**src/rtl/lsu_mem_adapter.sv**
```systemverilog
// Load/store adapter: maps byte/half/word CPU requests at any byte address onto a
// 32-bit synchronous-read RAM with byte write enables, splitting word-crossing accesses.
module lsu_mem_adapter #(
   parameter int AWIDTH = 14
) (
   input  logic              clk,
   input  logic              rst,
   input  logic              req_valid,
   output logic              req_ready,
   input  logic              req_we,
   input  logic [1:0]        req_size,
   input  logic              req_unsigned,
   input  logic [31:0]       req_addr,
   input  logic [31:0]       req_wdata,
   output logic              rsp_valid,
   output logic [31:0]       rsp_rdata,
   output logic [AWIDTH-1:0] mem_addr,
   output logic [31:0]       mem_d,
   output logic [3:0]        mem_wbe,
   input  logic [31:0]       mem_q
);

   typedef enum logic [1:0] {
      ST_IDLE = 2'd0,
      ST_LO   = 2'd1,
      ST_HI   = 2'd2
   } state_e;

   // Byte lanes touched by a request of this size, before the offset shift.
   function automatic logic [3:0] size_mask(input logic [1:0] size);
      case (size)
         2'b00:   return 4'b0001;
         2'b01:   return 4'b0011;
         default: return 4'b1111;
      endcase
   endfunction

   function automatic logic is_split(input logic [1:0] size, input logic [1:0] off);
      case (size)
         2'b00:   return 1'b0;
         2'b01:   return (off == 2'd3);
         default: return (off != 2'd0);
      endcase
   endfunction

   // Lane mask for access A (hi = 0) or access B (hi = 1).
   function automatic logic [3:0] lane_mask(input logic [1:0] size, input logic [1:0] off,
                                            input logic hi);
      logic [7:0] m;
      m = {4'b0000, size_mask(size)} << off;
      return hi ? m[7:4] : m[3:0];
   endfunction

   function automatic logic [31:0] lane_data(input logic [31:0] wdata, input logic [1:0] off,
                                             input logic hi);
      logic [63:0] d;
      d = {32'h0, wdata} << {off, 3'b000};
      return hi ? d[63:32] : d[31:0];
   endfunction

   // pair = {word B, word A}; right-justify the addressed bytes and extend.
   function automatic logic [31:0] format_load(input logic [63:0] pair, input logic [1:0] size,
                                               input logic [1:0] off, input logic uns);
      logic [31:0] sh;
      logic [31:0] r;
      sh = 32'(pair >> {off, 3'b000});
      case (size)
         2'b00:   r = {{24{~uns & sh[7]}}, sh[7:0]};
         2'b01:   r = {{16{~uns & sh[15]}}, sh[15:0]};
         default: r = sh;
      endcase
      return r;
   endfunction

   state_e              state_q, state_d;
   logic                we_q, we_d;
   logic [1:0]          size_q, size_d;
   logic                uns_q, uns_d;
   logic [1:0]          off_q, off_d;
   logic [AWIDTH-1:0]   waddr_q, waddr_d;
   logic [31:0]         wdata_q, wdata_d;
   logic [31:0]         lo_q, lo_d;
   logic                rsp_valid_q, rsp_valid_d;
   logic [31:0]         rsp_rdata_q, rsp_rdata_d;

   logic                accept;
   logic                split_q;
   logic                issue_b;
   logic                unused_addr_bits;

   assign unused_addr_bits = ^req_addr[31:AWIDTH+2];

   assign req_ready = rst && (state_q == ST_IDLE);
   assign accept    = req_valid && req_ready;
   assign split_q   = is_split(size_q, off_q);
   assign issue_b   = (state_q == ST_LO) && split_q;

   assign rsp_valid = rsp_valid_q;
   assign rsp_rdata = rsp_rdata_q;

   // RAM pins: access A straight from the request, access B from the latched fields.
   always_comb begin
      // NOTE: every signal driven here gets a default first, so no path leaves it unassigned and infers a latch.
      mem_addr = req_addr[AWIDTH+1:2];
      mem_wbe  = 4'b0000;
      mem_d    = 32'h0;
      if (accept) begin
         if (req_we) begin
            mem_wbe = lane_mask(req_size, req_addr[1:0], 1'b0);
            mem_d   = lane_data(req_wdata, req_addr[1:0], 1'b0);
         end
      end else if (issue_b) begin
         mem_addr = waddr_q + AWIDTH'(1);
         if (we_q) begin
            mem_wbe = lane_mask(size_q, off_q, 1'b1);
            mem_d   = lane_data(wdata_q, off_q, 1'b1);
         end
      end
   end

   always_comb begin
      state_d     = state_q;
      we_d        = we_q;
      size_d      = size_q;
      uns_d       = uns_q;
      off_d       = off_q;
      waddr_d     = waddr_q;
      wdata_d     = wdata_q;
      lo_d        = lo_q;
      rsp_valid_d = 1'b0;
      rsp_rdata_d = rsp_rdata_q;
      case (state_q)
         ST_IDLE: begin
            if (accept) begin
               we_d    = req_we;
               size_d  = req_size;
               uns_d   = req_unsigned;
               off_d   = req_addr[1:0];
               waddr_d = req_addr[AWIDTH+1:2];
               wdata_d = req_wdata;
               state_d = ST_LO;
            end
         end
         ST_LO: begin
            if (split_q) begin
               lo_d    = mem_q;
               state_d = ST_HI;
            end else begin
               rsp_valid_d = 1'b1;
               rsp_rdata_d = we_q ? 32'h0 : format_load({32'h0, mem_q}, size_q, off_q, uns_q);
               state_d     = ST_IDLE;
            end
         end
         ST_HI: begin
            rsp_valid_d = 1'b1;
            rsp_rdata_d = we_q ? 32'h0 : format_load({mem_q, lo_q}, size_q, off_q, uns_q);
            state_d     = ST_IDLE;
         end
         default: state_d = ST_IDLE;
      endcase
   end

   always_ff @(posedge clk or negedge rst) begin
      if (!rst) begin
         state_q     <= ST_IDLE;
         we_q        <= 1'b0;
         size_q      <= 2'b00;
         uns_q       <= 1'b0;
         off_q       <= 2'b00;
         waddr_q     <= '0;
         wdata_q     <= 32'h0;
         lo_q        <= 32'h0;
         rsp_valid_q <= 1'b0;
         rsp_rdata_q <= 32'h0;
      end else begin
         // NOTE: non-blocking assignments, so every flop updates from pre-edge values.
         state_q     <= state_d;
         we_q        <= we_d;
         size_q      <= size_d;
         uns_q       <= uns_d;
         off_q       <= off_d;
         waddr_q     <= waddr_d;
         wdata_q     <= wdata_d;
         lo_q        <= lo_d;
         rsp_valid_q <= rsp_valid_d;
         rsp_rdata_q <= rsp_rdata_d;
      end
   end

endmodule

```
**config.mk**
```make
export PLATFORM = sky130hd
export DESIGN_NAME = lsu_mem_adapter
export DESIGN_NICKNAME = d
export VERILOG_FILES = /design/src/rtl/lsu_mem_adapter.sv
export SDC_FILE = /design/constraint.sdc
export NUM_CORES = 1
export LEC_CHECK = 0
export BUFFER_PORTS_ARGS = -buffer_cell sky130_fd_sc_hd__buf_2
export CAP_MARGIN = 20
export CORE_MARGIN = 10
export CORE_UTILIZATION = 35
export CTS_CLUSTER_DIAMETER = 120
export DETAILED_ROUTE_END_ITERATION = 7
export GPL_TIMING_DRIVEN = 1
export HOLD_SLACK_MARGIN = 0.05
export PLACE_DENSITY = 0.6
export SYNTH_ARGS = -nofsm -noshare
export SYNTH_HDL_FRONTEND = slang
export SYNTH_SLANG_ARGS = --single-unit
```
**constraint.sdc**
```tcl
create_clock -name clk -period 3.71 [get_ports clk]
set_clock_uncertainty 0.15 [all_clocks]
set_input_delay 0.371 -clock clk [delete_from_list [all_inputs] [get_ports clk]]
set_output_delay 0.371 -clock clk [all_outputs]
set_load 0.1 [all_outputs]
```
==> summary.txt <==
Placement
  – Port Buffers: 170
  – GPL Wtd Cong: 0.865
  – DP HPWL: 17.0 mm
  – Pre-CTS WS: 0.779 ns

Setup path
  – Arr. time, crit path: 2.88 ns
  – CP Max Fanout: 19
  – Crit path capture type: output pin
  – Required time of the critical path: 3.19 ns
  – Startpoint Class: primary input
  – WS Path Type: primary input to output pin

Timing
  – Worst-Margin Slew: 0.931 ns
  – Final Cycle Share: 91.6%
  – Hold WS: 0.0580 ns
  – Slew HR: 38.0%
  – Pins Over Slew Limit: 0
  – Fin. Hold Viols: 0
  – Final setup viols: 0
  – Period minus WS final: 3.40 ns
  – Setup repair after global routing missed its margin: no
  – Fin worst setup slack: 0.313 ns
  – Peak Freq: 0.294 GHz

Logic synthesis
  – Mapped Avg Cell Area: 9.32 um^2
  – Post-synthesis sequential area ratio: 37.3%
  – #FFs+latches synth: 111
  – Synthesized cell area: 7460 um^2
  – Total of warnings raised by yosys: 0
  – Ys flop type: dfrtp_1
  – Asr flop ratio synth: 100%
  – Synth Net Count: 908
  – Post-synth EDFFs: 0
  – Synth cell types: 51
  – Cells after Synth: 800

Clock tree
  – # H-tree levels: 3
  – Post-CTS Setup Inserts: 0
  – Post-cts sizing count: 0
  – CTS max path bufs: 2
  – Total CTS buffers: 9
  – Clock transition at path regs: 0.08 ns
  – Clock Tree Root: clkbuf_16
  – # hold bufs at CTS: 5
  – Worst-Skew Late Latency: 0.36 ns
  – Sink Count: 111
  – CTS tree: built

Floorplan
  – Chip Height: 166 um
  – Die Area: 27500 um^2
  – Die Width: 166 um
  – Starting Density: 35.5%
  – Total core area: 21000 um^2
  – Cell row count: 53
  – I/O pin total: 187

GRT
  – Residual overflow from global routing: 0
  – Vias in the first global route: 6794
  – Pin count of the biggest net entering global routing: 66
  – First-pass GRT wire length: 38.6 mm
  – GRT Util Overall: 17.0%
  – Initial antenna violation count: 2

Pwr
  – Peak supply drop: 410 uV
  – Pwr Total: 8.88 mW
  – Leakage: 4.19 nW
  – Power density cells: 959 nW/um^2

Routing
  – Via count: 6707
  – Avg WL per Cell: 19.7 um
  – Post-Route WL: 24.1 mm
  – DRC: 0
  – Post-DRT Antenna Nets: 0
  – Detailed Routing Iterations Pass 1: 5
  – Vias per std cell: 5.48
  – First DRT Iteration DRCs: 461

Min path
  – Tightest Hold Check Type: primary input to register

Finish
  – Share of cells above drive strength 1: 29.5%
  – Commonest non-fill, non-tap cells in the layout: 171 x nand2_1, 143 x buf_2, 109 x dfrtp_1
  – Most common cell after layout, fill and taps aside: nand2_1
  – Final net count: 1051
  – Area growth syn-to-layout: 24.2%
  – # fillers: 2048

Job
  – Max Cap Viol: 0

Run status
  – Status: complete, no violations
==> Yosys cell counts (all sizes together) (9+ instances only) <==
library cell | number | area share [%]
nand2 | 171 | 8.6
o21bai | 9 | 0.91
clkbuf | 30 | 1.5
a21oi | 39 | 2.6
a32o | 10 | 1.3
o22ai | 10 | 0.84
dfrtp | 111 | 37
nand2b | 10 | 0.84
nor2 | 41 | 2.1
mux4 | 22 | 6.6
mux2 | 54 | 8.2
nand3 | 17 | 1.1
o21ai | 45 | 3.0
a211oi | 37 | 3.8
buf | 34 | 2.6
nor2b | 21 | 1.8
mux2i | 64 | 8.6
==> flip-flops by register name (all words and copies together), names as in the netlist <==
signal     count
lo_q          32
off_q          2
rsp_rdata     32
rsp_valid      1
size_q         2
state_q        2
uns_q          1
waddr_q       14
wdata_q       24
we_q           1
==> cells by family (layout without fill, tap and decap cells) <==
group | count (synthesis) | count (layout) | synth area share [%]
xor+xnor | 12 | 12 | 1.41
compound gates | 182 | 182 | 16.6
mux | 140 | 140 | 23.4
other cells | 0 | 2 | 0
buf+inv | 72 | 220 | 4.50
fa+ha+maj | 5 | 5 | 0.839
flops | 111 | 111 | 37.3
simple gates | 278 | 278 | 16.0
==> critical path, stage by stage <==
cell           delay, ns
dlygate4sd3_1       0.55
buf_4               0.21
and3_2              0.41
nand2_1             0.51
o2bb2ai_1           0.33
buf_2               0.47
==> per-layer routing <==
metal / vias to the layer above / part of all wire, % / track usage [%]
li1: 3179 / - / -
met1: 3264 / 45 / 22.8
met2: 248 / 45 / 25.6
met3: 16 / 8.9 / 5.42
met4: 0 / 1.0 / 5.20
met5: - / 0 / 0
==> where the power goes <==
part	switching, mW	internal [mW]	leakage, nW
logic	3.70	1.89	2.67
clock network	0.492	0.536	0.146
registers	0.470	1.78	1.37
==> cell type report <==
| cell class | count | area [um^2] | share of cell area (%) |
|---|---|---|---|
| timing repair buffer | 196 | 1450 | 15.7 |
| clock buffer | 10 | 229 | 2.47 |
| tap | 275 | 344 | 3.72 |
| clock inverter | 6 | 75.1 | 0.811 |
| inverter | 8 | 30.0 | 0.324 |
| sequential | 111 | 2780 | 30.0 |
| antenna | 2 | 5.00 | 0.0540 |
| multi-input combinational | 617 | 4340 | 46.9 |
==> per-stage QoR <==
stage                     util, %  setup TNS (ns)  cells  instance area, um^2
after floorplan                 -           -3.09    800                 7460
after global placement       42.3               0   1202                 8900
after detailed placement     42.3               0   1202                 8900
after CTS                    44.0               0   1223                 9260
after global routing         44.1               0   1225                 9260
final                        44.1               0   1225                 9260
==> worst paths after layout <==
path	from	to	slack, ns	depth (start not counted)
setup / recovery	rst	mem_d[17]	0.31	6
hold / removal	req_addr[6]	waddr_q[4]	0.06	3
setup reg to reg	off_q[0]	rsp_rdata[26]	1.12	5
hold reg to reg	wdata_q[15]	wdata_q[15]	0.33	2
max in group asynchronous	rst	off_q[0]	1.42	4
min in group asynchronous	rst	size_q[1]	0.27	2
Note: power is estimated with default switching activity, not from simulation.
